`src/rtl/pulse_meter_if.sv`:
```
// Measurement handshake between pulse_meter (master) and its consumer (slave).
interface pulse_meter_if #(
    parameter int WIDTH = 8
);
    logic [WIDTH-1:0] high_len;
    logic [WIDTH-1:0] low_len;
    logic [WIDTH:0]   period;
    logic             sat;
    logic             valid;
    logic             ack;
    logic             overrun;

    modport master (
        output high_len, low_len, period, sat, valid, overrun,
        input  ack
    );

    modport slave (
        input  high_len, low_len, period, sat, valid, overrun,
        output ack
    );
endinterface

```
`src/rtl/pulse_meter.sv`:
```
// Measures high/low phase lengths of a pulse train and hands each completed period
// to a consumer with valid/ack. Define PULSE_METER_SYNC_EN to add a 2-flop input synchronizer.
module pulse_meter #(
    parameter int WIDTH = 8
) (
    input  logic          clock,
    input  logic          reset,
    input  logic          signal,
    pulse_meter_if.master meas
);
    typedef enum logic [1:0] {IDLE, HIGH, LOW} state_e;

    typedef struct packed {
        logic [WIDTH-1:0] high;
        logic [WIDTH-1:0] low;
        logic             sat;
    } snap_t;

    localparam logic [WIDTH-1:0] CNT_MAX = '1;
    localparam logic [WIDTH-1:0] CNT_ONE = WIDTH'(1);

    logic sig_in;

`ifdef PULSE_METER_SYNC_EN
    logic sync1_q, sync1_d;
    logic sync2_q, sync2_d;

    always_comb begin
        sync1_d = signal;
        sync2_d = sync1_q;
    end

    always_ff @(posedge clock) begin
        if (!reset) begin
            sync1_q <= 1'b0;
            sync2_q <= 1'b0;
        end else begin
            sync1_q <= sync1_d;
            sync2_q <= sync2_d;
        end
    end

    assign sig_in = sync2_q;
`else
    assign sig_in = signal;
`endif

    // Edge detection
    logic s_cur_q, s_cur_d;
    logic s_prev_q, s_prev_d;
    logic rise, fall;

    always_comb begin
        s_cur_d  = sig_in;
        s_prev_d = s_cur_q;
    end

    assign rise = s_cur_q & ~s_prev_q;
    assign fall = ~s_cur_q & s_prev_q;

    // Phase FSM and counters
    state_e           state_q, state_d;
    logic [WIDTH-1:0] high_q, high_d;
    logic [WIDTH-1:0] low_q, low_d;
    logic             psat_q, psat_d;
    logic             cap_q, cap_d;
    snap_t            snap_q, snap_d;

    always_comb begin
        state_d = state_q;
        high_d  = high_q;
        low_d   = low_q;
        psat_d  = psat_q;
        cap_d   = 1'b0;
        snap_d  = snap_q;
        case (state_q)
            IDLE: begin
                high_d = '0;
                low_d  = '0;
                psat_d = 1'b0;
                if (rise) begin
                    state_d = HIGH;
                    high_d  = CNT_ONE;
                end
            end
            HIGH: begin
                if (fall) begin
                    state_d = LOW;
                    low_d   = CNT_ONE;
                end else if (s_cur_q) begin
                    if (high_q == CNT_MAX) psat_d = 1'b1;
                    else                   high_d = high_q + CNT_ONE;
                end
            end
            LOW: begin
                if (rise) begin
                    // Period complete: snapshot now, publish to outputs next cycle
                    cap_d       = 1'b1;
                    snap_d.high = high_q;
                    snap_d.low  = low_q;
                    snap_d.sat  = psat_q;
                    state_d     = HIGH;
                    high_d      = CNT_ONE;
                    low_d       = '0;
                    psat_d      = 1'b0;
                end else if (!s_cur_q) begin
                    if (low_q == CNT_MAX) psat_d = 1'b1;
                    else                  low_d  = low_q + CNT_ONE;
                end
            end
            default: state_d = IDLE;
        endcase
    end

    // Output registers and handshake
    logic [WIDTH-1:0] high_len_q, high_len_d;
    logic [WIDTH-1:0] low_len_q, low_len_d;
    logic [WIDTH:0]   period_q, period_d;
    logic             sat_q, sat_d;
    logic             valid_q, valid_d;
    logic             overrun_q, overrun_d;

    always_comb begin
        high_len_d = high_len_q;
        low_len_d  = low_len_q;
        period_d   = period_q;
        sat_d      = sat_q;
        valid_d    = valid_q;
        overrun_d  = overrun_q;
        if (valid_q && meas.ack) valid_d = 1'b0;
        if (cap_q) begin
            // A result still waiting for ack is kept; the new one is dropped
            if (!valid_q || meas.ack) begin
                high_len_d = snap_q.high;
                low_len_d  = snap_q.low;
                period_d   = {1'b0, snap_q.high} + {1'b0, snap_q.low};
                sat_d      = snap_q.sat;
                valid_d    = 1'b1;
            end else begin
                overrun_d  = 1'b1;
            end
        end
    end

    always_ff @(posedge clock) begin
        if (!reset) begin
            s_cur_q    <= 1'b0;
            s_prev_q   <= 1'b0;
            state_q    <= IDLE;
            high_q     <= '0;
            low_q      <= '0;
            psat_q     <= 1'b0;
            cap_q      <= 1'b0;
            snap_q     <= '0;
            high_len_q <= '0;
            low_len_q  <= '0;
            period_q   <= '0;
            sat_q      <= 1'b0;
            valid_q    <= 1'b0;
            overrun_q  <= 1'b0;
        end else begin
            s_cur_q    <= s_cur_d;
            s_prev_q   <= s_prev_d;
            state_q    <= state_d;
            high_q     <= high_d;
            low_q      <= low_d;
            psat_q     <= psat_d;
            cap_q      <= cap_d;
            snap_q     <= snap_d;
            high_len_q <= high_len_d;
            low_len_q  <= low_len_d;
            period_q   <= period_d;
            sat_q      <= sat_d;
            valid_q    <= valid_d;
            overrun_q  <= overrun_d;
        end
    end

    assign meas.high_len = high_len_q;
    assign meas.low_len  = low_len_q;
    assign meas.period   = period_q;
    assign meas.sat      = sat_q;
    assign meas.valid    = valid_q;
    assign meas.overrun  = overrun_q;
endmodule

```
`src/flat_wrapper.sv`:
```
// flat-port wrapper written by rule: the top's interface ports become plain ports
module pulse_meter_flat 
#(
    parameter int WIDTH = 8
)
  (clock, reset, signal, meas_high_len, meas_low_len, meas_period, meas_sat, meas_valid, meas_overrun, meas_ack);
  pulse_meter_if #(.WIDTH(WIDTH)) meas_i ();
  input  logic clock;
  input  logic reset;
  input  logic signal;
  output wire logic [$bits(meas_i.high_len)-1:0] meas_high_len;
  output wire logic [$bits(meas_i.low_len)-1:0] meas_low_len;
  output wire logic [$bits(meas_i.period)-1:0] meas_period;
  output wire logic [$bits(meas_i.sat)-1:0] meas_sat;
  output wire logic [$bits(meas_i.valid)-1:0] meas_valid;
  output wire logic [$bits(meas_i.overrun)-1:0] meas_overrun;
  input wire logic [$bits(meas_i.ack)-1:0] meas_ack;
  assign meas_high_len = meas_i.high_len;
  assign meas_low_len = meas_i.low_len;
  assign meas_period = meas_i.period;
  assign meas_sat = meas_i.sat;
  assign meas_valid = meas_i.valid;
  assign meas_overrun = meas_i.overrun;
  assign meas_i.ack = meas_ack;
  pulse_meter #(.WIDTH(WIDTH)) u_core (.clock(clock), .reset(reset), .signal(signal), .meas(meas_i));
endmodule
```
`config.mk`:
```
export PLATFORM = sky130hd
export DESIGN_NAME = pulse_meter_flat
export DESIGN_NICKNAME = d
export VERILOG_FILES = /design/src/rtl/pulse_meter_if.sv /design/src/rtl/pulse_meter.sv /design/src/flat_wrapper.sv
export SDC_FILE = /design/constraint.sdc
export NUM_CORES = 1
export LEC_CHECK = 0
export CORE_MARGIN = 8
export CORE_UTILIZATION = 57
export CTS_CLUSTER_SIZE = 14
export DETAILED_ROUTE_END_ITERATION = 12
export GPL_TIMING_DRIVEN = 1
export PLACE_DENSITY = 0.78
export SYNTH_ARGS = -nofsm -noshare
export SYNTH_HDL_FRONTEND = slang
export SYNTH_SLANG_ARGS = --single-unit
```
`constraint.sdc`:
```
create_clock -name clock -period 2.5 [get_ports clock]
set_input_delay 0.5 -clock clock [delete_from_list [all_inputs] [get_ports clock]]
set_output_delay 0.5 -clock clock [all_outputs]
set_load 0.01 [all_outputs]
```
== Yosys cells after proc, flatten, opt, wreduce, memory -nomap -nowiden ==
Index checks and enable logic that the tools add are counted.
Operators by class
  $mul: 0
  equal/unequal tests: 14
  bitwise gates (word level): 5
  div/mod/pow operators: 0
  magnitude comparators: 0
  reduce and logical (&&, ||, !) cells: 14
  mux-type cells: 25
  shifts and indexed selects: 0
  $add $sub $neg: 3
Operators by type and width (number)
  two-way mux 8 bit: 8
  one-hot mux 8 bit (3 select lines): 2
  adder 8 x 1 -> 8 bit, second input constant: 2
  equality test 8 bit, second input constant: 2
  two-way mux 1 bit: 11
  != test 2 x 1 -> 1 bit, second input constant: 5
  AND reduction 2 bit: 5
  adder 8 x 8 -> 9 bit: 1
  AND reduction 6 bit: 1
  AND reduction 5 bit: 1
  two-way mux 2 bit: 2
  != test 2 bit, second input constant: 2
  one-hot mux 2 bit (2 select lines): 1
  AND reduction 4 bit: 1
  != test 3 x 1 -> 1 bit, second input constant: 1
  != test 3 x 2 -> 1 bit, second input constant: 1
  != test 3 bit, second input constant: 1
  NOT 1 bit: 3
  one-hot mux 1 bit (3 select lines): 1
  nonzero test 3 bit: 1
  AND 1 bit: 2
  equality test 2 x 1 -> 1 bit, second input constant: 1
  equality test 2 bit, second input constant: 1
  zero test 2 bit: 1
  other kinds (4): 4
Word-level totals
  bits in read-only memories: 0
  flip-flop bits (word level): 67
  input bits: 4
  bits in writable memories: 0
  bits in latches: 0
  memories kept: 0

== Logic depth before layout (Yosys ltp) ==
Gate-level depths: netlist of the first run.
  word-level depth: 5
  gate-level depth with buffers: 8
  depth with buffers taken out: 7

== Worst setup path after synthesis of the first run ==
No wires, ideal clock.
  path type: register to register
  start point: reg u_core.state_q[0]
  end point: reg u_core.low_q[2]
  setup time: 80 ps
  stages on the path, launching flop included: 9
  path buffers: 2
  slack: 491 ps
  data arrival time: 1929 ps
  required time: 2420 ps
  cells stage by stage: dfxtp_1 > inv_1 > ha_1 > buf_6 > a21o_1 > a21o_1 > buf_6 > or4_4 > a211oi_2
On the way
  longest elaborated chain between the ends: 3
  elaborated cells on any way between the ends: 9
Ends and longest elaborated chain
  start, declared: line pulse_meter.sv:62  | state_e state_q, state_d;
  start signal, assigned: line pulse_meter.sv:164  | state_q <= state_d;
  equality test 2 bit, or another cell as far along: line pulse_meter.sv:76  | case (state_q)
  != test 3 x 2 -> 1 bit (no line), or another cell as far along
  AND reduction 4 bit (no line)
  end signal, assigned: line pulse_meter.sv:166  | low_q <= low_d;
  end, declared: line pulse_meter.sv:64  | logic [WIDTH-1:0] low_q, low_d;
Several ways; a longest one is shown, not always the timed one.
A chain may end at the register's enable or synchronous reset.

== Worst setup path in the final report of the first run ==
  start point: reg u_core.state_q[0]
  end point: reg u_core.low_q[6]
The elaborated chain is that of the path after synthesis.

==> key figures, run 1 <==
Status
  – Outcome: finished clean

Place
  – DP Cell Count: around 490
  – PortBufs: 31
  – Routability Congestion: 0.880
  – DP Area: roughly 3600 um^2
  – DP HPWL: about 5.3 mm

Detailed routing
  – Residual DRC count: 0
  – DR WL/cell: between 15 and 20 um
  – Via count: 2995
  – Drt first pass iters: 4
  – Via density: between 5 and 6
  – Post-route ant nets: 0
  – Number of DRC markers in iteration 0: 169
  – Drt total wl: roughly 7.6 mm

Synth
  – Synth top area cells: dfxtp_1 (42%), nand2_1 (10%), a21oi_1 (7.2%)
  – Cells after Synth: between 300 and 400
  – Flip-flop and latch count after synthesis: 67
  – Ys async rst share: 0%
  – Post-Syn Nets: between 400 and 500
  – Ys flop type: dfxtp_1
  – Yosys warnings: 0
  – Area share of the largest cell type after synthesis: 41.7%
  – Syn_area_per_cell: 8.16 um^2
  – Post-synth cell types: between 50 and 60
  – Biggest area consumer among synthesized cells: dfxtp_1
  – Number of flops mapped to enable cells by yosys: 0
  – Sequential area share after synthesis: between 40% and 50%
  – Synthesized area: ~3200 um^2

Layout
  – P&R area growth vs syn: 18.7%
  – Layout cell share with drive strength beyond 1: around 7.5%
  – Final Instance Count excl. Fillers: ~500
  – Nets@finish: around 440
  – Post-route cell area: 3820 um^2
  – Ant diodes: 0

CTS
  – Clock transition at path regs: approximately 0.08 ns
  – CTS Buf Count: 9
  – Root buffer cell: clkbuf_8
  – CTS resizes: 0
  – Worst-Skew Late Latency: roughly 0.35 ns
  – # hold bufs at CTS: 0
  – CTS Buffer Depth: 2
  – Post-CTS Setup Bufs: 0
  – Htree depth: 3
  – CTS tree: yes
  – # clock sinks: 67

Job
  – Max_cap viols: 0

STA
  – Final worst clock skew: between 0.01 and 0.015 ns
  – Hold WS: 0.452 ns
  – Setup_tns: 0 ns
  – Fin crit share: a little under nine tenths
  – Post-route minimum period: 2.15 ns
  – Setup violators final: 0
  – Fmax achieved: between 400 and 500 MHz
  – RSZ-0062 raised after global routing: false
  – Final Hold Fails: 0
  – Slew HR: around three fifths
  – Worst Tran Pin Value: roughly 0.6 ns
  – Slew Viols, Final: 0

Global routing
  – GR Util All Layers: between 10% and 20%
  – Largest net degree at the start of global routing: 30
  – Overflow after GRT: 0
  – Vias in the first global route: 2847
  – Wire length of the first global-routing pass: ~13 mm
  – Initial antenna violation count: 0

Floorplanning
  – Die area: around 8300 um^2
  – Site Rows: 27
  – Die Wd: 91.1 um
  – Initial Util: 58.8%
  – Core box area: ~5500 um^2
  – Io pins: 32
  – Die Y: around 91 um

Pwr
  – Leak: between 1 and 1.5 nW
  – Power per Cell Area: 547 nW/um^2
  – Peak supply drop: about 0.00043 V
  – Total power: roughly 0.0021 W

Critical path
  – CP Capture Type: flip-flop
  – Startpoint types: flip-flop
  – Worst Path Required: ~2.8 ns
  – Critical path type: reg2reg
  – Worst-path maximum fanout: 12
  – CP arrival: 2.42 ns

Worst hold path
  – Hold Crit Class: reg2reg
==> flip-flops by register name (all words and copies together), names as in the netlist <==
name / count
u_core.snap_q: 17
u_core.meas.period: 9
u_core.high_q: 8
u_core.low_q: 8
u_core.meas.high_len: 8
u_core.meas.low_len: 8
u_core.state_q: 2
u_core.cap_q: 1
u_core.meas.overrun: 1
u_core.meas.sat: 1
u_core.meas.valid: 1
u_core.psat_q: 1
u_core.s_cur_q: 1
u_core.s_prev_q: 1
==> worst paths after layout <==
kind | to | slack [ns] | from | depth (start not counted)
hold / removal | u_core.meas.sat$_SDFFE_PN0P_ | 0.45 | u_core.snap_q[0]$_SDFFE_PN0P_ | 2
setup reg to reg | u_core.low_q[6]$_SDFFE_PN0P_ | 0.35 | u_core.state_q[0]$_SDFFE_PN0P_ | 6
setup / recovery | u_core.low_q[6]$_SDFFE_PN0P_ | 0.35 | u_core.state_q[0]$_SDFFE_PN0P_ | 6
hold reg to reg | u_core.meas.sat$_SDFFE_PN0P_ | 0.45 | u_core.snap_q[0]$_SDFFE_PN0P_ | 2
==> Yosys cell counts (2+ instances only) <==
cell type and number:
or4_1 3, nor3_1 9, o21a_1 2, dfxtp_1 67, nor2_1 19, or3_1 5, nor4_1 4, and3_1 2
a31oi_1 5, o31ai_1 3, nand3b_1 3, o21bai_1 2, a21oi_1 46, nand4_1 5, and2_1 4, buf_1 7
a32o_1 2, nand3_1 8, nor2b_1 3, ha_1 15, o21ai_0 15, o2111ai_1 2, a211oi_1 7, buf_6 2
a211o_1 3, nand2_1 86, inv_1 10, mux2_2 2, and4_1 2, nand4b_1 3, o41ai_1 2, o211a_1 2
a21o_1 5, clkbuf_1 11, o211ai_1 6, nand2b_1 3, o2bb2ai_1 2
==> stage by stage <==
| step | setup WS [ns] | util (%) |
|---|---|---|
| 4_1_cts | 0.361 | 69.8 |
| 5_1_grt | 0.194 | 69.8 |
| 6_report | 0.346 | 69.8 |
| 3_5_place_dp | 0.374 | 66.1 |
| 2_1_floorplan | 0.491 | - |
| 3_3_place_gp | 0.442 | 66.1 |
==> cell usage in the layout (no fill, tap or decap), types with 3 or more instances in the layout <==
cell type	n
nand2_1	86
dfxtp_1	67
a21oi_1	46
clkdlybuf4s50_1	31
nor2_1	19
o21ai_0	15
ha_1	15
inv_1	10
clkbuf_8	10
nor3_1	9
nand3_1	8
a211oi_1	7
buf_4	7
o211ai_1	6
a31oi_1	5
or3_1	5
a21o_1	5
nand4_1	5
and2_1	4
nor4_1	4
nand2b_1	3
o31ai_1	3
or4_1	3
nand4b_1	3
nand3b_1	3
a211o_1	3
==> worst max-delay path, stage by stage, from the launching register on <==
cell and delay [ns]:
dfxtp_1 0.41, inv_1 0.09, ha_1 0.30, a21o_1 0.23
a21o_1 0.29, or4_1 0.53, a211oi_1 0.23
==> power breakdown <==
part	internal (W)	total [W]	switching [W]	leakage (nW)
clock network	0.000487	0.000916	0.000429	0.0987
registers	0.00107	0.00108	0.00000723	0.540
logic	0.0000345	0.0000923	0.0000579	0.690
total	0.00159	0.00209	0.000494	1.33
==> final cells by class <==
cell class | count | area, um^2
multi-input combinational | 296 | 1750
fill | 470 | 1650
sequential | 67 | 1340
timing repair buffer | 40 | 403
clock buffer | 10 | 138
tap | 72 | 90.1
clock inverter | 6 | 63.8
inverter | 10 | 37.5
==> routing by layer <==
layer / part of all wire (%) / track usage [%] / up-vias
met5: 0 / 0 / -
met1: 44 / 22.1 / 1412
met2: 47 / 31.2 / 85
li1: - / - / 1480
met3: 5.9 / 5.60 / 18
met4: 2.6 / 9.96 / 0
==> logic make-up after synthesis <==
| logic type | synth area share [%] |
|---|---|
| flip-flops | 41.7 |
| AND/OR/NAND/NOR | 23.8 |
| multiplexers | 1.01 |
| adder cells (fa/ha/maj) | 6.46 |
| AO/OA/AOI/OAI | 22.6 |
| buffers and inverters | 4.12 |
| XOR/XNOR | 0.272 |
Power figures use the tool's default switching activity.
==> inputs of run 2 (changes only) <==
--- a/config.mk
+++ b/config.mk
@@ -5,6 +5,7 @@
 export SDC_FILE = /design/constraint.sdc
 export NUM_CORES = 1
 export LEC_CHECK = 0
+export CAP_MARGIN = 40
 export CORE_MARGIN = 8
 export CORE_UTILIZATION = 57
 export CTS_CLUSTER_SIZE = 14
==> results of run 2 <==
Final layout, timing and power as in run 1 (identical DEF).
==> inputs of run 3 (changes only) <==
--- a/config.mk
+++ b/config.mk
@@ -6,12 +6,14 @@
 export NUM_CORES = 1
 export LEC_CHECK = 0
 export CAP_MARGIN = 40
+export CELL_PAD_IN_SITES_DETAIL_PLACEMENT = 0
+export CELL_PAD_IN_SITES_GLOBAL_PLACEMENT = 1
 export CORE_MARGIN = 8
-export CORE_UTILIZATION = 57
+export CORE_UTILIZATION = 42
 export CTS_CLUSTER_SIZE = 14
 export DETAILED_ROUTE_END_ITERATION = 12
 export GPL_TIMING_DRIVEN = 1
-export PLACE_DENSITY = 0.78
+export PLACE_DENSITY = 0.76
 export SYNTH_ARGS = -nofsm -noshare
 export SYNTH_HDL_FRONTEND = slang
 export SYNTH_SLANG_ARGS = --single-unit
==> run 3 against run 2 <==
Net effect:
- non-clock buffer count rose by 1
- clock power increased by 23%
- global-route usage is 3.9 points lower
- via count down 5.0%
- count of clock-buffer cells in the layout did not move
- first-iteration DRC count down 6.5%
- largest power group is now clock
- final area rose by 2.1%
- sequential power hardly changed
- critical path depth stayed put
- critical endpoint unchanged
- sequential share of layout area is 0.72 points lower
- combinational power rose by 2%
- total power increased by 10%
==> key figures, run 3 (synthesis results as in run 1) <==
Status
  – Outcome: finished clean

Job
  – Max_cap viols: 0

STA
  – Setup violators final: 0
  – Slew HR: a little under three fifths
  – RSZ-0062 raised after global routing: false
  – Setup_tns: 0 ns
  – Post-route minimum period: 2.04 ns
  – Fmax achieved: 489 MHz
  – Final Hold Fails: 0
  – Slew Viols, Final: 0
  – Hold WS: around 0.45 ns
  – Fin crit share: 81.7%
  – Worst Tran Pin Value: between 0.6 and 0.7 ns
  – Final worst clock skew: between 0.008 and 0.009 ns

Detailed routing
  – Drt total wl: 7.82 mm
  – Residual DRC count: 0
  – Via count: 2846
  – Via density: roughly 5.3
  – DR WL/cell: between 10 and 15 um
  – Number of DRC markers in iteration 0: 158
  – Post-route ant nets: 0
  – Drt first pass iters: 4

Layout
  – P&R area growth vs syn: 21.2%
  – Reg area: 1340 um^2
  – Post-route core utilization: 51.5%
  – Most flop-heavy register: u_core.snap_q
  – Most frequent cells in the layout: nand2_1 (86), dfxtp_1 (67), a21oi_1 (46), clkdlybuf4s50_1 (31), nor2_1 (19)
  – Largest register FFs: 17
  – Post-route cell area: roughly 3900 um^2
  – Ant diodes: 0
  – Filler cells: around 750
  – Area of the multi-input gates: ~1700 um^2
  – Layout cell share with drive strength beyond 1: 7.67%
  – Commonest non-fill, non-tap cell in the layout: nand2_1
  – Nets@finish: 445
  – Final Instance Count excl. Fillers: approximately 530

Place
  – DP Area: 3650 um^2
  – PortBufs: 31
  – DP HPWL: 5.50 mm
  – DP Cell Count: between 500 and 600
  – Routability Congestion: about 0.80

Critical path
  – CP Buf/Inv Count: 1
  – Critical path's slowest cell: or4_1
  – Critical path type: reg2reg
  – CP arrival: ~2.3 ns
  – CP dominant cell by count: a21o_1
  – Crit path cell chain: inv_1 -> ha_1 -> a21o_1 -> a21o_1 -> or4_1 -> a211oi_1
  – Slowest stage delay, CP: approximately 0.54 ns
  – Worst-path maximum fanout: 12
  – Startpoint types: flip-flop
  – CP delay by family, top: compound AO/OA/AOI/OAI gates
  – CP Capture Type: flip-flop
  – Worst Path Required: 2.76 ns

Global routing
  – Vias in the first global route: roughly 2800
  – Largest net degree at the start of global routing: 44
  – Overflow after GRT: 0
  – GR Util All Layers: approximately 15%
  – Initial antenna violation count: 0
  – Wire length of the first global-routing pass: 13.7 mm

CTS
  – Clock transition at path regs: approximately 0.08 ns
  – Root buffer cell: clkbuf_8
  – # hold bufs at CTS: 0
  – CTS Buffer Depth: 2
  – CTS Buf Count: 9
  – Htree depth: 3
  – Worst-Skew Late Latency: 0.34 ns
  – Post-CTS Setup Bufs: 0
  – # clock sinks: 67
  – CTS tree: yes
  – CTS resizes: 0

Floorplanning
  – Initial Util: between 40% and 50%
  – Die Wd: 104 um
  – Core box area: roughly 7600 um^2
  – Io pins: 32
  – Die Y: 104 um
  – Site Rows: 32
  – Die area: 10700 um^2

Pwr
  – Seq pwr share: a little under half
  – Power per Cell Area: 591 nW/um^2
  – Cell Int Power: around 0.0018 W
  – Switch Pwr: about 0.00050 W
  – Peak supply drop: about 0.00024 V
  – Clock power share: about half
  – Logic pwr share: under 10%
  – Switching Share: 21.9%
  – Leak: 1.35 nW

Worst hold path
  – Hold Crit Class: reg2reg
## run 3: cell types whose count changed in the layout (fill, tap and decap cells not counted)
cell	previous run	this run
clkinvlp_4	2	1
clkinv_2	2	1
buf_12	2	1
bufinv_16	1	3
buf_4	7	9
## run 3: worst paths after layout
path | start | to | slack [ns] | cells after the start
setup / recovery | u_core.state_q[0]$_SDFFE_PN0P_ | u_core.low_q[6]$_SDFFE_PN0P_ | 0.46 | 6
hold / removal | u_core.meas.period[3]$_SDFFE_PN0P_ | u_core.meas.period[3]$_SDFFE_PN0P_ | 0.45 | 2
setup reg to reg | u_core.state_q[0]$_SDFFE_PN0P_ | u_core.low_q[6]$_SDFFE_PN0P_ | 0.46 | 6
hold reg to reg | u_core.meas.period[3]$_SDFFE_PN0P_ | u_core.meas.period[3]$_SDFFE_PN0P_ | 0.45 | 2
## run 3: tightest hold or removal path, cell delays in order (launching register included)
cell	delay (ns)
dfxtp_1	0.31
nand2_1	0.05
a21oi_1	0.05
## run 3: power by group through the flow
stage	clock [W]	combinational, W	sequential [W]
4_1_cts	0.00115	0.0000948	0.00108
2_1_floorplan	0	0.0000664	0.00110
3_5_place_dp	0	0.0000944	0.00110
3_3_place_gp	0	0.0000932	0.00110
6_report	0.00113	0.0000937	0.00108
5_1_grt	0.00120	0.000106	0.00108
## run 3: final cells by class
cell class / instances / area share, %
clock buffer: 10 / 3.53
clock inverter: 6 / 2.86
timing repair buffer: 41 / 10.2
multi-input combinational: 296 / 44.8
sequential: 67 / 34.4
inverter: 10 / 0.963
tap: 102 / 3.27
## run 3: metrics by stage
stage          power, W  setup slack [ns]
6_report        0.00230             0.457
5_1_grt         0.00239             0.323
4_1_cts         0.00233             0.446
3_5_place_dp    0.00120             0.377
3_3_place_gp    0.00120             0.453
2_1_floorplan   0.00117             0.491
## run 3: layer usage
| layer | vias up | track usage [%] | share of wire (%) |
|---|---|---|---|
| li1 | 1473 | - | - |
| met1 | 1332 | 19.5 | 49 |
| met2 | 30 | 24.0 | 47 |
| met3 | 11 | 3.22 | 2.9 |
| met4 | 0 | 6.30 | 1.3 |
| met5 | - | 0 | 0 |
